<file path="src/rtl/idex_pipe_reg.sv">
// idex_pipe_reg: ID/EX pipeline register with valid tracking, stall hold, flush bubbles and saturating perf counters
// Ports: clock/reset (sync, active-high, sampled on the edge chosen by NEG_EDGE); stall holds everything;
//  flush loads a bubble; valid marks a real decode instruction; clr_cnt zeroes both counters.
//  Datapath (PC4, dadoRs, dadoRt, sinalExtendido), address (rt_mux, rd_mux, rs_fw, rt_fw) and control
//  (ALUOp, regDst, branch, memRead, memtoReg, memWrite, ALUSrc, regWrite) inputs each have a registered
//  *_out copy; valid_out tracks the EX instruction; bubble_cnt/stall_cnt count bubble and stall edges.
module idex_pipe_reg #(
   parameter int DATA_W   = 32,
   parameter int REG_A_W  = 5,
   parameter int ALUOP_W  = 2,
   parameter int CNT_W    = 16,
   parameter bit NEG_EDGE = 1'b1
) (
   input  logic               clock,
   input  logic               reset,
   input  logic               stall,
   input  logic               flush,
   input  logic               valid,
   input  logic               clr_cnt,
   input  logic [DATA_W-1:0]  PC4,
   input  logic [DATA_W-1:0]  dadoRs,
   input  logic [DATA_W-1:0]  dadoRt,
   input  logic [DATA_W-1:0]  sinalExtendido,
   input  logic [REG_A_W-1:0] rt_mux,
   input  logic [REG_A_W-1:0] rd_mux,
   input  logic [REG_A_W-1:0] rs_fw,
   input  logic [REG_A_W-1:0] rt_fw,
   input  logic [ALUOP_W-1:0] ALUOp,
   input  logic               regDst,
   input  logic               branch,
   input  logic               memRead,
   input  logic               memtoReg,
   input  logic               memWrite,
   input  logic               ALUSrc,
   input  logic               regWrite,
   output logic [DATA_W-1:0]  PC4_out,
   output logic [DATA_W-1:0]  dadoRs_out,
   output logic [DATA_W-1:0]  dadoRt_out,
   output logic [DATA_W-1:0]  sinalExtendido_out,
   output logic [REG_A_W-1:0] rt_mux_out,
   output logic [REG_A_W-1:0] rd_mux_out,
   output logic [REG_A_W-1:0] rs_fw_out,
   output logic [REG_A_W-1:0] rt_fw_out,
   output logic [ALUOP_W-1:0] ALUOp_out,
   output logic               regDst_out,
   output logic               branch_out,
   output logic               memRead_out,
   output logic               memtoReg_out,
   output logic               memWrite_out,
   output logic               ALUSrc_out,
   output logic               regWrite_out,
   output logic               valid_out,
   output logic [CNT_W-1:0]   bubble_cnt,
   output logic [CNT_W-1:0]   stall_cnt
);
   localparam int DW = 4*DATA_W + 4*REG_A_W;
   localparam int CW = ALUOP_W + 7;
   localparam logic [CNT_W-1:0] ONE = 1;
   logic [DW-1:0]    in_dat, dat_d, dat_q;
   logic [CW-1:0]    in_ctl, ctl_d, ctl_q;
   logic             vld_d, vld_q;
   logic [CNT_W-1:0] bub_d, bub_q, stl_d, stl_q;
   logic             load, bub_inc, stl_inc;
   assign in_dat = {PC4, dadoRs, dadoRt, sinalExtendido, rt_mux, rd_mux, rs_fw, rt_fw};
   assign in_ctl = {ALUOp, regDst, branch, memRead, memtoReg, memWrite, ALUSrc, regWrite};
   always_comb begin
      load    = !flush && !stall;
      // flush keeps datapath/address fields; only control and valid are squashed
      dat_d   = load ? in_dat : dat_q;
      ctl_d   = flush ? '0 : stall ? ctl_q : valid ? in_ctl : '0;
      vld_d   = flush ? 1'b0 : stall ? vld_q : valid;
      bub_inc = flush || (load && !valid);
      stl_inc = !flush && stall;
      bub_d   = clr_cnt ? '0 : (bub_inc && bub_q != '1) ? bub_q + ONE : bub_q;
      stl_d   = clr_cnt ? '0 : (stl_inc && stl_q != '1) ? stl_q + ONE : stl_q;
   end
   if (NEG_EDGE) begin : g_neg
      always_ff @(negedge clock) begin
         if (reset) begin
            dat_q <= '0;
            ctl_q <= '0;
            vld_q <= 1'b0;
            bub_q <= '0;
            stl_q <= '0;
         end else begin
            dat_q <= dat_d;
            ctl_q <= ctl_d;
            vld_q <= vld_d;
            bub_q <= bub_d;
            stl_q <= stl_d;
         end
      end
   end else begin : g_pos
      always_ff @(posedge clock) begin
         if (reset) begin
            dat_q <= '0;
            ctl_q <= '0;
            vld_q <= 1'b0;
            bub_q <= '0;
            stl_q <= '0;
         end else begin
            dat_q <= dat_d;
            ctl_q <= ctl_d;
            vld_q <= vld_d;
            bub_q <= bub_d;
            stl_q <= stl_d;
         end
      end
   end
   assign {PC4_out, dadoRs_out, dadoRt_out, sinalExtendido_out,
           rt_mux_out, rd_mux_out, rs_fw_out, rt_fw_out} = dat_q;
   assign {ALUOp_out, regDst_out, branch_out, memRead_out, memtoReg_out,
           memWrite_out, ALUSrc_out, regWrite_out} = ctl_q;
   assign valid_out  = vld_q;
   assign bubble_cnt = bub_q;
   assign stall_cnt  = stl_q;
endmodule

</file>
<file path="config.mk">
export PLATFORM = sky130hd
export DESIGN_NAME = idex_pipe_reg
export DESIGN_NICKNAME = d
export VERILOG_FILES = /design/src/rtl/idex_pipe_reg.sv
export SDC_FILE = /design/constraint.sdc
export NUM_CORES = 1
export LEC_CHECK = 0
export CORE_MARGIN = 2
export CORE_UTILIZATION = 36
export DETAILED_ROUTE_END_ITERATION = 7
export GPL_ROUTABILITY_DRIVEN = 1
export PLACE_DENSITY = 0.76
export SLEW_MARGIN = 10
export SYNTH_ARGS = -nofsm -noshare
export SYNTH_HDL_FRONTEND = slang
export SYNTH_SLANG_ARGS = --single-unit
</file>
<file path="constraint.sdc">
create_clock -name clock -period 1.65 [get_ports clock]
set_clock_uncertainty 0.15 [all_clocks]
set_input_delay 0.495 -clock clock [delete_from_list [all_inputs] [get_ports clock]]
set_output_delay 0.495 -clock clock [all_outputs]
set_load 0.01 [all_outputs]
</file>
==> impl.org, run 1 <==
** GRT
- All-Layer GR Usage :: 0.266
- Entering global routing, the biggest net connects 52 pins.
- Initial antenna violation count :: 3
- Via count of the first global-routing pass :: 8871
- Total congestion overflow :: 0
- First-pass GRT wire length :: 43100 um

** Place
- Worst slack after detailed placement :: -1.52 ns
- Total placed cells including tap cells :: 1522
- The congestion estimate from routability-driven global placement came to 0.848.
- Post-Place Cell Area :: 0.0118 sq mm
- Sum of net half-perimeters after detailed placement :: 18500 um
- Port buffer count :: 352

** Setup path
- Data arrival at the endpoint of the critical path :: 2.06 ns
- STA classifies the critical path startpoint as a register.
- Along the worst path, the maximum fanout reaches 2.
- Source of the worst register-to-register timing path :: stall_cnt[0]$_SDFFE_NP0P_
- At the worst endpoint, the required time is 1.00 ns.
- The number of buffers and inverters on the critical path is 1.
- The worst register-to-register path ends at stall_cnt[11]$_SDFFE_NP0P_.
- On the worst path, the slowest cell contributes a delay of 0.44 ns.
- Traced cell by cell, the critical path runs through buf_6.
- Kind of cell adding the most delay to the critical path :: flip-flops
- CP Capture Type :: output pin
- Among all stages on the critical path, the largest delay is contributed by sky130_fd_sc_hd__dfxtp_2.
- R2r setup slk :: -0.55 ns
- Critical path start-end classification :: reg2out
- Measured in cells, the most critical reg-to-reg path has a length of 7.

** STA
- # setup viols final :: 380
- The final-report max-slew violation count was 0.
- Final WS setup :: -1.05 ns
- The worst pin sits at a relative slew slack of 0.442.
- Final Hold Fails :: 0
- Actual slew at the worst max-slew pin :: 0.831 ns
- Unrepaired setup endpoints after global routing :: true

** Synthesis
- Number of warnings reported in the yosys synthesis log :: 0
- The share of synthesized area in the top cell type comes to 0.537.
- Sequential-to-total area share from yosys stat :: 0.537
- Number of storage elements in the synthesis netlist :: 190
- In the synthesized netlist, the number of instances is 874.
- The cell area that synthesis handed to floorplanning was 0.00709 sq mm.
- The synthesized design contains 0 enable-type register cells.
- Mean area per synthesized cell :: 8.11 sq um
- Counting every net in the synthesized netlist gives 1039.
- Distinct cells, synth :: 45
- Cell type contributing the most total cell area after synthesis :: sky130_fd_sc_hd__dfxtp_1
- Share of synthesized registers carrying an async set or reset :: 0
- Main synth FF type :: sky130_fd_sc_hd__dfxtp_1
- In the post-synthesis netlist, the biggest area contributors are sky130_fd_sc_hd__dfxtp_1, sky130_fd_sc_hd__nand2_1, sky130_fd_sc_hd__a21oi_1, sky130_fd_sc_hd__clkbuf_1, sky130_fd_sc_hd__o31ai_1.

** Route
- In this run, the number of DRC markers left after iteration 0 of detailed routing was 678.
- Aggregate routed wire length :: 42500 um
- Total DRC errors in the routed layout :: 1
- The detail route stage leaves a number of antenna-violating nets equal to 0.
- Dividing the detail-routed wire length by the instance count gives 23.1 um.
- The first TritonRoute pass finished after 7 iterations.
- DR vias :: 10084
- Using the TritonRoute via totals, the vias-per-cell ratio works out to 5.47.

** Clocking
- Clock tree synthesis inserted a total of 17 buffers.
- Clock-pin slew was measured on the worst setup and hold paths at 0.26 ns.
- Clock tree synthesis found a total of 190 sinks.
- H-Tree Level Count :: 4
- The root buffer cell chosen for the clock tree is sky130_fd_sc_hd__clkbuf_16.
- TritonCTS built the clock tree.
- Maximum number of buffers from clock root to sink :: 2
- Worst-skew pair later-pin latency :: 0.49 ns
- Hold repair after CTS inserted 0 buffers.

** Pwr
- Pwr Density :: 842 mW/mm^2
- The analysis attributes to cell leakage a power of 7.73 nW.
- Highest ir drop seen on vdd :: 0.929 mV
- Total Power :: 14.1 mW

** Finish
- Antenna diode count :: 0
- Counting the fill cells in the layout gives 851.
- In the final layout, the share of cells above drive strength 1 is 0.590.
- The finished cells cover 0.0167 sq mm.
- After the flow finishes, the layout carries non-filler instances totaling 1844.
- Once layout is complete, the utilization of the core stands at 0.861.
- Nets :: 1731
- Compared with the post-synthesis result, the final layout area differs by 136%.

** Floorplan
- Initial cell density of the core :: 0.365
- Die Y-Extent :: 144 um
- The region available for standard cell placement spans 0.0194 sq mm.
- Floorplan die width :: 144 um
- Number of top-level design ports :: 353
- Die area :: 0.0208 sq mm
- The floorplan has 51 rows.

** Run status
- The run finished, with violations left.
- Violations in the final reports :: DRC, setup timing

** Hold path
- The min-delay analysis places its worst path in the category reg2reg.
- Hold Startpoint :: dat_q[80]$_SDFFE_NP0P_
- Hold path depth :: 2
- The worst hold path terminates at dat_q[80]$_SDFFE_NP0P_.

** Flow run
- Max-cap violations in this run came to 0.
==> worst max-delay path by stage <==
stage | startpoint | end | slack (ns) | cells past startpoint
after global routing | dat_q[48]$_SDFFE_NP0P_ | sinalExtendido_out[28] | -1.03 | 1
after floorplan | flush | stall_cnt[6]$_SDFFE_NP0P_ | -0.86 | 4
after global placement | stall | ctl_q[1]$_SDFFE_NP0N_ | -1.47 | 6
final | dat_q[48]$_SDFFE_NP0P_ | sinalExtendido_out[28] | -1.05 | 1
after detailed placement | stall | ctl_q[2]$_SDFFE_NP0N_ | -1.52 | 6
after CTS | bubble_cnt[2]$_SDFFE_NP0P_ | bubble_cnt[2] | -0.78 | 1
==> registers in the layout, summed over array words and instances, names as in the netlist <==
signal      flops
stall_cnt      16
bubble_cnt     16
ctl_q           9
valid_out       1
dat_q         148
==> worst register-to-register path: stages (launching register included) <==
cell                       delay (ns)
sky130_fd_sc_hd__dfxtp_4         0.34
sky130_fd_sc_hd__buf_4           0.12
sky130_fd_sc_hd__ha_1            0.18
sky130_fd_sc_hd__nand3_1         0.19
sky130_fd_sc_hd__buf_4           0.21
sky130_fd_sc_hd__nor3_1          0.67
sky130_fd_sc_hd__o311ai_4        0.16
sky130_fd_sc_hd__o41ai_2         0.09
==> kinds of logic after synthesis <==
group                      after synthesis  synth area share
AOI/OAI and AO/OA                      217             0.173
xor gates and xnor gates                 1           0.00124
adders and majority gates                2           0.00353
buffers and inverters                   64            0.0374
DFF                                    190             0.537
muxes                                    1           0.00141
and+or+nand+nor                        399             0.247
==> power breakdown <==
| group | switching, mW | internal [mW] | total (mW) |
|---|---|---|---|
| clock network | 4.05 | 2.70 | 6.75 |
| registers | 0.169 | 4.77 | 4.94 |
| logic | 1.07 | 1.30 | 2.36 |
| total | 5.29 | 8.77 | 14.1 |
==> metrics by stage <==
| stage | hold slack [ns] | setup TNS (ns) |
|---|---|---|
| after floorplan | 0.305 | -152.43 |
| after global placement | 0.284 | -378.62 |
| after detailed placement | 0.289 | -382.58 |
| after CTS | 0.303 | -219.33 |
| after global routing | 0.322 | -241.53 |
| final | 0.305 | -233.58 |
==> routing by layer <==
layer,GRT usage,share of wire
met1,0.275,0.35
met2,0.456,0.48
met3,0.103,0.098
met5,0,0.00063
met4,0.162,0.071
==> layout by cell type, fill, tap and decap left out, types with 9 or more instances in the layout <==
| cell | synthesis | routed |
|---|---|---|
| sky130_fd_sc_hd__a21oi_2 | 0 | 113 |
| sky130_fd_sc_hd__inv_1 | 5 | 195 |
| sky130_fd_sc_hd__dfxtp_4 | 0 | 32 |
| sky130_fd_sc_hd__clkdlybuf4s50_1 | 0 | 156 |
| sky130_fd_sc_hd__a21oi_1 | 170 | 56 |
| sky130_fd_sc_hd__buf_6 | 0 | 215 |
| sky130_fd_sc_hd__nand3_1 | 11 | 9 |
| sky130_fd_sc_hd__nand2_1 | 309 | 157 |
| sky130_fd_sc_hd__o31ai_1 | 12 | 9 |
| sky130_fd_sc_hd__dfxtp_2 | 0 | 158 |
| sky130_fd_sc_hd__buf_12 | 0 | 21 |
| sky130_fd_sc_hd__nor2_1 | 18 | 12 |
| sky130_fd_sc_hd__buf_4 | 1 | 107 |
| sky130_fd_sc_hd__nand2_4 | 0 | 126 |
| sky130_fd_sc_hd__nand2_2 | 1 | 27 |
| sky130_fd_sc_hd__clkbuf_16 | 0 | 38 |
==> layout make-up <==
cell class	instances	area, sq um	share of cell area
Multi-Input combinational cell	625	4820	0.289
Tap cell	265	332	0.0199
Timing Repair Buffer	538	6100	0.365
Sequential cell	190	4120	0.247
Clock inverter	205	885	0.0530
Inverter	4	15.0	0.000899
Clock buffer	17	425	0.0255
==> synth_stat cells, types with 4 or more instances <==
cell and instances:
sky130_fd_sc_hd__nand3_1 11, sky130_fd_sc_hd__a21oi_1 170, sky130_fd_sc_hd__and4_1 9, sky130_fd_sc_hd__o21ai_0 4
sky130_fd_sc_hd__o31ai_1 12, sky130_fd_sc_hd__nor2_1 18, sky130_fd_sc_hd__nor3_1 7, sky130_fd_sc_hd__inv_1 5
sky130_fd_sc_hd__or3_1 8, sky130_fd_sc_hd__buf_2 16, sky130_fd_sc_hd__a22oi_1 9, sky130_fd_sc_hd__nand2_1 309
sky130_fd_sc_hd__dfxtp_1 190, sky130_fd_sc_hd__o41ai_1 4, sky130_fd_sc_hd__o21ai_1 5, sky130_fd_sc_hd__clkbuf_1 38
sky130_fd_sc_hd__nand4_1 4, sky130_fd_sc_hd__or4_1 11
==> repair_timing <==
item / in CTS / in global routing
pin swaps: 39 / 224
buffers inserted: 22 / 38
endpoints found under the setup margin: 380 / 380
gates resized for setup: 1073 / 449
cloned: 12 / 30
Note: power is estimated with default switching activity, not from simulation.
==> run 2: changes to the inputs <==
Settings changed: PLACE_DENSITY 0.76 to unset, PLACE_DENSITY_LB_ADDON set to 0.1.
==> impl.org, run 2 (same netlist as run 1, synthesis figures left out) <==
** GRT
- The largest net degree at the start of global routing was 64 (+23%).
- Via count of the first global-routing pass :: 8961 (+1.0%)
- The aggregate global-route resource usage came to 0.266 (about the same).
- Initial antenna violation count :: 2 (-1)
- First-pass GRT wire length :: 43200 um (+0.23%)
- The overflow left after global routing came to 0 (unchanged).

** Setup path
- The required time at the worst-slack endpoint is 1.00 ns (about the same).
- Broken down by cell family, the worst path's largest delay share belongs to flip-flops.
- The largest fanout on the critical path was 2 (unchanged).
- The worst setup path is captured at an output pin.
- Traced cell by cell, the critical path runs through buf_6.
- The critical path is of the reg2out type.
- STA classifies the critical path startpoint as a register.
- Total buffers and inverters traversed by the critical path :: 1 (unchanged)
- The largest stage delay on the critical path was 0.43 ns (about the same).
- The data arrival time of the critical path is 1.85 ns (-0.21 ns).
- Critical path's slowest cell :: sky130_fd_sc_hd__dfxtp_2

** Finish
- The library cell used most frequently in the layout, excluding fill and tap cells, is sky130_fd_sc_hd__buf_6.
- The fraction of layout instances using a drive strength above 1 came to 0.641 (+0.0511).
- The number of nets at the end of the flow was 1730 (-0.058%).
- Register with the most flip-flops :: dat_q
- The number of standard cells in the layout, taps in and fillers out came to 1846 (+0.11%).
- Flip-flop count of the largest register, all copies and words added :: 148 (unchanged)
- Commonest cells after routing, fill and taps aside :: sky130_fd_sc_hd__buf_6, sky130_fd_sc_hd__inv_1, sky130_fd_sc_hd__clkdlybuf4s50_1, sky130_fd_sc_hd__nand2_4, sky130_fd_sc_hd__dfxtp_2
- Compared with the post-synthesis result, the final layout area differs by 140%.

** Floorplan
- Floorplan die width :: 144 um (unchanged)
- Die area :: 0.0208 sq mm (unchanged)
- The area of the core was 0.0194 sq mm (unchanged).
- The I/O pin count was 353 (unchanged).
- Die Y-Extent :: 144 um (unchanged)
- The row count was 51 (unchanged).
- Initial cell density of the core :: 0.365 (unchanged)

** Place
- The total of buffers placed on input and output ports is 352 (unchanged).
- The minimum setup slack after placement came to -1.51 ns (+0.00911 ns).
- Last weighted congestion value of the routability-driven placer :: 0.855 (+0.85%)
- Sum of net half-perimeters after detailed placement :: 17900 um (-2.9%)
- The instance count after placement with tap cells included was 1523 (+0.066%).

** Route
- Top layer reached by signal wires :: met5
- The detailed-routed wire length on met3 was 3540 um (-15%).
- Detailed-routing wirelength on met1 :: 13700 um (-7.5%)
- Router iterations before antenna repair :: 4 (-3)
- The final routed wire length divided by cell count came to 20.9 um (-9.3%).
- Met2 layer wire length in the routed design :: 19400 um (-5.2%)
- Detail Route Antenna Nets :: 0 (unchanged)
- The number of design rule violations left after detail routing is 0 (-1).
- The total detailed-routing wirelength is 38600 um (-9.2%).
- The via total after detailed routing is 9703 (-3.8%).
- Per-cell via count in the routed design :: 5.26 (-3.9%)
- The first-iteration detailed-routing DRC count is 402 (-41%).

** STA
- The final-report max-slew violation count is 0 (unchanged).
- The relative slew slack came to 0.682 (+0.240).
- Final Hold Fails :: 0 (unchanged)
- # setup viols final :: 380 (unchanged)
- Final WS setup :: -0.847 ns (+0.205 ns)
- Actual slew at the worst max-slew pin :: 0.477 ns (-0.354 ns)
- The worst hold slack across all endpoints was 0.304 ns (-0.000348 ns).
- Setup repair after global routing could not meet its margin everywhere.

** Clocking
- The depth of the CTS H-tree is 4 (unchanged).
- The maximum root-to-sink buffer count is 2 (unchanged).
- CTS clock-pin slew for the worst setup and hold paths :: 0.04 ns (-0.22 ns)
- Root buffer cell :: sky130_fd_sc_hd__clkbuf_16
- The number of sinks handled by clock tree synthesis is 190 (unchanged).
- The clock latency at the later pin of the worst-skew pair was 0.48 ns (about the same).
- CTS tree :: yes
- The number of buffers inserted during clock tree synthesis came to 17 (unchanged).

** Pwr
- Switch share :: 0.357 (-0.0190)
- The total power density per cell area is 812 mW/mm^2 (-3.5%).
- Register share of total power :: 0.358 (+0.006)
- The peak supply drop came to 0.800 mV (-14%).
- Net switching power figure :: 4.94 mW (-6.6%)
- Total Power :: 13.8 mW (-1.7%)
- The clock group share of total power came to 0.469 (-0.011).
- The cell leakage power was 7.82 nW (+1.1%).
- Combinational share of power :: 0.173 (+0.005)
- The internal cell power is 8.89 mW (+1.3%).

** Run status
- Violations in the final reports :: setup timing
- The run finished, with violations left.

** Flow run
- The number of violations of the max-capacitance limit was 0 (unchanged).

** Hold path
- Worst hold path class :: reg2reg
[run 2: cell count changes in the layout (fill, tap and decap cells not counted), moves of 12 or more]
cell	change
sky130_fd_sc_hd__a21oi_1	-31
sky130_fd_sc_hd__nand2_4	+21
sky130_fd_sc_hd__a21oi_2	+32
sky130_fd_sc_hd__nand2_1	-62
sky130_fd_sc_hd__dfxtp_4	+12
sky130_fd_sc_hd__dfxtp_2	-12
sky130_fd_sc_hd__nand2_2	+41
[run 2: routing by layer]
metal | vias up | track usage
li1 | 4375 | -
met1 | 4689 | 0.270
met2 | 487 | 0.455
met3 | 150 | 0.133
met4 | 2 | 0.129
met5 | - | 0.00251
[run 2: final cells by class]
type | instances | area (sq um)
Multi-Input combinational cell | 626 | 5130
Clock buffer | 17 | 425
Timing Repair Buffer | 536 | 6060
Sequential cell | 190 | 4150
Clock inverter | 205 | 900
Tap cell | 265 | 332
Fill cell | 885 | 2380
Inverter | 4 | 15.0
Antenna cell | 3 | 7.51
[run 2: worst register-to-register path, cell delays in order (launching register included)]
cell and delay, ns:
sky130_fd_sc_hd__dfxtp_4 0.34, sky130_fd_sc_hd__buf_4 0.14, sky130_fd_sc_hd__ha_1 0.20, sky130_fd_sc_hd__and4_1 0.21
sky130_fd_sc_hd__and4_4 0.25, sky130_fd_sc_hd__buf_4 0.16, sky130_fd_sc_hd__o31ai_1 0.30, sky130_fd_sc_hd__a21oi_2 0.10
[run 2: power by group through the flow]
stage | Clock (mW) | Combinational [mW] | Sequential (mW)
2_1_floorplan | 0.697 | 0.441 | 5.03
3_3_place_gp | 0.697 | 1.43 | 4.94
3_5_place_dp | 0.697 | 1.43 | 4.94
4_1_cts | 6.28 | 1.78 | 4.92
5_1_grt | 7.13 | 2.49 | 4.95
6_report | 6.48 | 2.40 | 4.94
[run 2: final timing paths]
kind / startpoint / to / slack, ns / cells after the start
worst min register to register: dat_q[82]$_SDFFE_NP0P_ / dat_q[82]$_SDFFE_NP0P_ / 0.30 / 2
worst max register to register: bubble_cnt[0]$_SDFFE_NP0P_ / bubble_cnt[3]$_SDFFE_NP0P_ / -0.34 / 7
worst max-delay path: dat_q[64]$_SDFFE_NP0P_ / dadoRt_out[12] / -0.85 / 1
worst min-delay path: dat_q[82]$_SDFFE_NP0P_ / dat_q[82]$_SDFFE_NP0P_ / 0.30 / 2
[run 2: through the flow]
step	setup TNS, ns	utilization	area, sq um
after CTS	-231.51	0.755	14600
after global placement	-392.42	0.612	11900
after detailed placement	-396.25	0.612	11900
after floorplan	-152.43	-	7610
after global routing	-236.10	0.877	17000
final	-229.38	0.878	17000
[run 2: what timing repair did]
item	CTS	global route
gates resized for setup	1158	500
hold buffers	0	0
buffers inserted	28	40
gates cloned	17	24
pin swaps	73	228
endpoints found under the setup margin	380	380
==> run 3: changes to the inputs <==
--- a/constraint.sdc
+++ b/constraint.sdc
@@ -3,3 +3,3 @@
 set_input_delay 0.495 -clock clock [delete_from_list [all_inputs] [get_ports clock]]
 set_output_delay 0.495 -clock clock [all_outputs]
-set_load 0.01 [all_outputs]
+set_load 0.05 [all_outputs]
==> impl.org, run 3 <==
** Synthesis
- Distinct cells, synth :: 45 (unchanged)
- Number of synthesized flops with an enable pin :: 0 (unchanged)
- Share of synthesized registers carrying an async set or reset :: 0 (unchanged)
- The compound-gate portion of the synthesized area came to 0.173 (unchanged).
- The post-synthesis net count came to 1039 (unchanged).
- By instance count, the leading cell after synthesis is sky130_fd_sc_hd__nand2_1.
- The arithmetic-cell share of the synthesized area counting full adders, half adders and majority gates came to 0.00353 (unchanged).
- Commonest cells in the synthesized netlist :: sky130_fd_sc_hd__nand2_1, sky130_fd_sc_hd__dfxtp_1, sky130_fd_sc_hd__a21oi_1, sky130_fd_sc_hd__clkbuf_1, sky130_fd_sc_hd__nor2_1
- The cell count after synthesis was 874 (unchanged).
- Main synth FF type :: sky130_fd_sc_hd__dfxtp_1
- Share of synthesized cell area in and, or, nand and nor gates :: 0.247 (unchanged)
- The mean instance size in the synthesized netlist came to 8.11 sq um (unchanged).
- Number of warnings reported in the yosys synthesis log :: 0 (unchanged)
- Mux cell area share after synthesis :: 0.00141 (unchanged)
- Summed over all instances, the cell type with the most area after synthesis is sky130_fd_sc_hd__dfxtp_1.
- Sequential-to-total area share from yosys stat :: 0.537 (unchanged)
- The top-area cell type share of the netlist area was 0.537 (unchanged).
- Top post-synthesis cells by area :: sky130_fd_sc_hd__dfxtp_1, sky130_fd_sc_hd__nand2_1, sky130_fd_sc_hd__a21oi_1, sky130_fd_sc_hd__clkbuf_1, sky130_fd_sc_hd__o31ai_1
- The cell area after synthesis is 0.00709 sq mm (unchanged).
- Number of storage elements in the synthesis netlist :: 190 (unchanged)
- Post-synthesis share of cell area spent on xor and xnor gates :: 0.00124 (unchanged)
- After synthesis, the largest family of logic cells by area is simple AND/OR/NAND/NOR gates.

** GRT
- Entering global routing, the biggest net connects 89 pins.

** Place
- Sum of net half-perimeters after detailed placement :: 19700 um (+9.9%)
- The minimum setup slack after placement is -1.49 ns (+0.0244 ns).
- The total of buffers placed on input and output ports was 352 (unchanged).
- Last weighted congestion value of the routability-driven placer :: 0.874 (+2.2%)

** Floorplan
- Floorplan row count :: 51 (unchanged)
- Number of top-level design ports :: 353 (unchanged)
- The die span in y came to 144 um (unchanged).
- The initial standard-cell utilization of the core was 0.365 (unchanged).
- Floorplan die width :: 144 um (unchanged)

** Run status
- The run stopped with a tool error.
- The stage where the run came to a stop is 5_1_grt.
- The tool reported: "[ERROR DPL-0038] Utilization greater than 100%, impossible to legalize".

** Clocking
- The maximum root-to-sink buffer count is 2 (unchanged).
- TritonCTS Buffers :: 17 (unchanged)
- H-Tree Level Count :: 4 (unchanged)
- The cell sitting at the root of the clock tree is a sky130_fd_sc_hd__clkbuf_16.
- The number of sinks handled by clock tree synthesis came to 190 (unchanged).

** STA
- Worst setup endpoint after the global-route repair_timing :: stall_cnt[7]
- WEP type :: primary output
-- run 3: logic make-up after synthesis --
logic type / after synthesis
and+or+nand+nor: 399
muxes: 1
AOI/OAI and AO/OA: 217
DFF: 190
xor gates and xnor gates: 1
adders and majority gates: 2
buffers and inverters: 64
-- run 3: repair_timing --
item	CTS
endpoints found under the setup margin	380
hold buffers	0
cloned	33
setup buffers	55
pin swaps	299
resized for setup	478
-- run 3: through the flow --
| stage | instance area (sq um) | utilization | cells | TNS (ns) |
|---|---|---|---|---|
| 4_1_cts | 18600 | 0.956 | 1834 | -235.30 |
| 3_5_place_dp | 14200 | 0.734 | 1526 | -313.48 |
| 3_3_place_gp | 14200 | 0.734 | 1526 | -310.88 |
| 2_1_floorplan | 8050 | - | 874 | -168.80 |
==> run 4: changes to the inputs <==
Settings changed: CORE_UTILIZATION 36 to 40, PLACE_DENSITY_LB_ADDON 0.1 to 0.15.
Clock period 1.65 ns to 2.15 ns, I/O delays scaled along.
==> impl.org, run 4 <==
** Run status
- The flow halted during 4_1_cts.
- The flow did not finish.
- The first error in the log reads "[ERROR DPL-0038] Utilization greater than 100%, impossible to legalize".

** Floorplan
- The row count is 48 (-5.9%).
- The floorplan die width came to 137 um (-5.0%).
- Number of top-level design ports :: 353 (unchanged)
- The initial standard-cell utilization of the core was 0.410 (+0.0444).
- Die Y-Extent :: 137 um (-5.0%)

** Synthesis
- Among all flip-flop cells after synthesis, the most frequent one is sky130_fd_sc_hd__dfxtp_1.
- Share of synthesized registers carrying an async set or reset :: 0 (unchanged)
- Yosys instantiated no cell more often than sky130_fd_sc_hd__nand2_1.
- Mean area per synthesized cell :: 8.11 sq um (unchanged)
- The top-area cell type share of the netlist area is 0.537 (unchanged).
- The flop and latch count out of synthesis is 190 (unchanged).
- The number of different library cells in the post-synthesis netlist came to 45 (unchanged).
- Sequential-to-total area share from yosys stat :: 0.537 (unchanged)
- Commonest cells in the synthesized netlist :: sky130_fd_sc_hd__nand2_1, sky130_fd_sc_hd__dfxtp_1, sky130_fd_sc_hd__a21oi_1, sky130_fd_sc_hd__clkbuf_1, sky130_fd_sc_hd__nor2_1
- The cell count after synthesis came to 874 (unchanged).
- Cell type contributing the most total cell area after synthesis :: sky130_fd_sc_hd__dfxtp_1
- Number of synthesized flops with an enable pin :: 0 (unchanged)
- Total standard cell area after synthesis :: 0.00709 sq mm (unchanged)
- The post-synthesis net count is 1039 (unchanged).
- Top post-synthesis cells by area :: sky130_fd_sc_hd__dfxtp_1, sky130_fd_sc_hd__nand2_1, sky130_fd_sc_hd__a21oi_1, sky130_fd_sc_hd__clkbuf_1, sky130_fd_sc_hd__o31ai_1
- The Yosys warning count was 0 (unchanged).

** Clocking
- The depth of the CTS H-tree came to 4 (unchanged).
- TritonCTS Buffers :: 17 (unchanged)
- Maximum number of buffers from clock root to sink :: 2 (unchanged)
- Sinks on the clock net :: 190 (unchanged)
- Root buffer cell :: sky130_fd_sc_hd__clkbuf_16
- Number of post-CTS setup repair buffers :: 130 (+140%)
- The number of instances resized during post-cts repair was 581 (+22%).
- The quantity of hold-fixing buffers added after cts was 0 (unchanged).

** Place
- Port buffer count :: 352 (unchanged)
- Post-Place Cell Area :: 0.0140 sq mm (-1.9%)
- The detailed placer's ending HPWL is 20100 um (+1.7%).
- Last weighted congestion value of the routability-driven placer :: 0.871 (-0.31%)
- The minimum setup slack after placement came to -1.38 ns (+0.110 ns).
[run 4: cell counts after synthesis]
Identical to the previous run, type by type.
[run 4: stage by stage]
stage	cells	hold slack [ns]	utilization
after floorplan	874	0.389	-
after global placement	1465	0.320	0.808
after detailed placement	1465	0.326	0.808
[run 4: cells by family after synthesis]
group	after synthesis	share of synthesized area
buf+inv	64	0.0374
flops	190	0.537
compound gates	217	0.173
simple gates	399	0.247
mux	1	0.00141
fa+ha+maj	2	0.00353
xor+xnor	1	0.00124
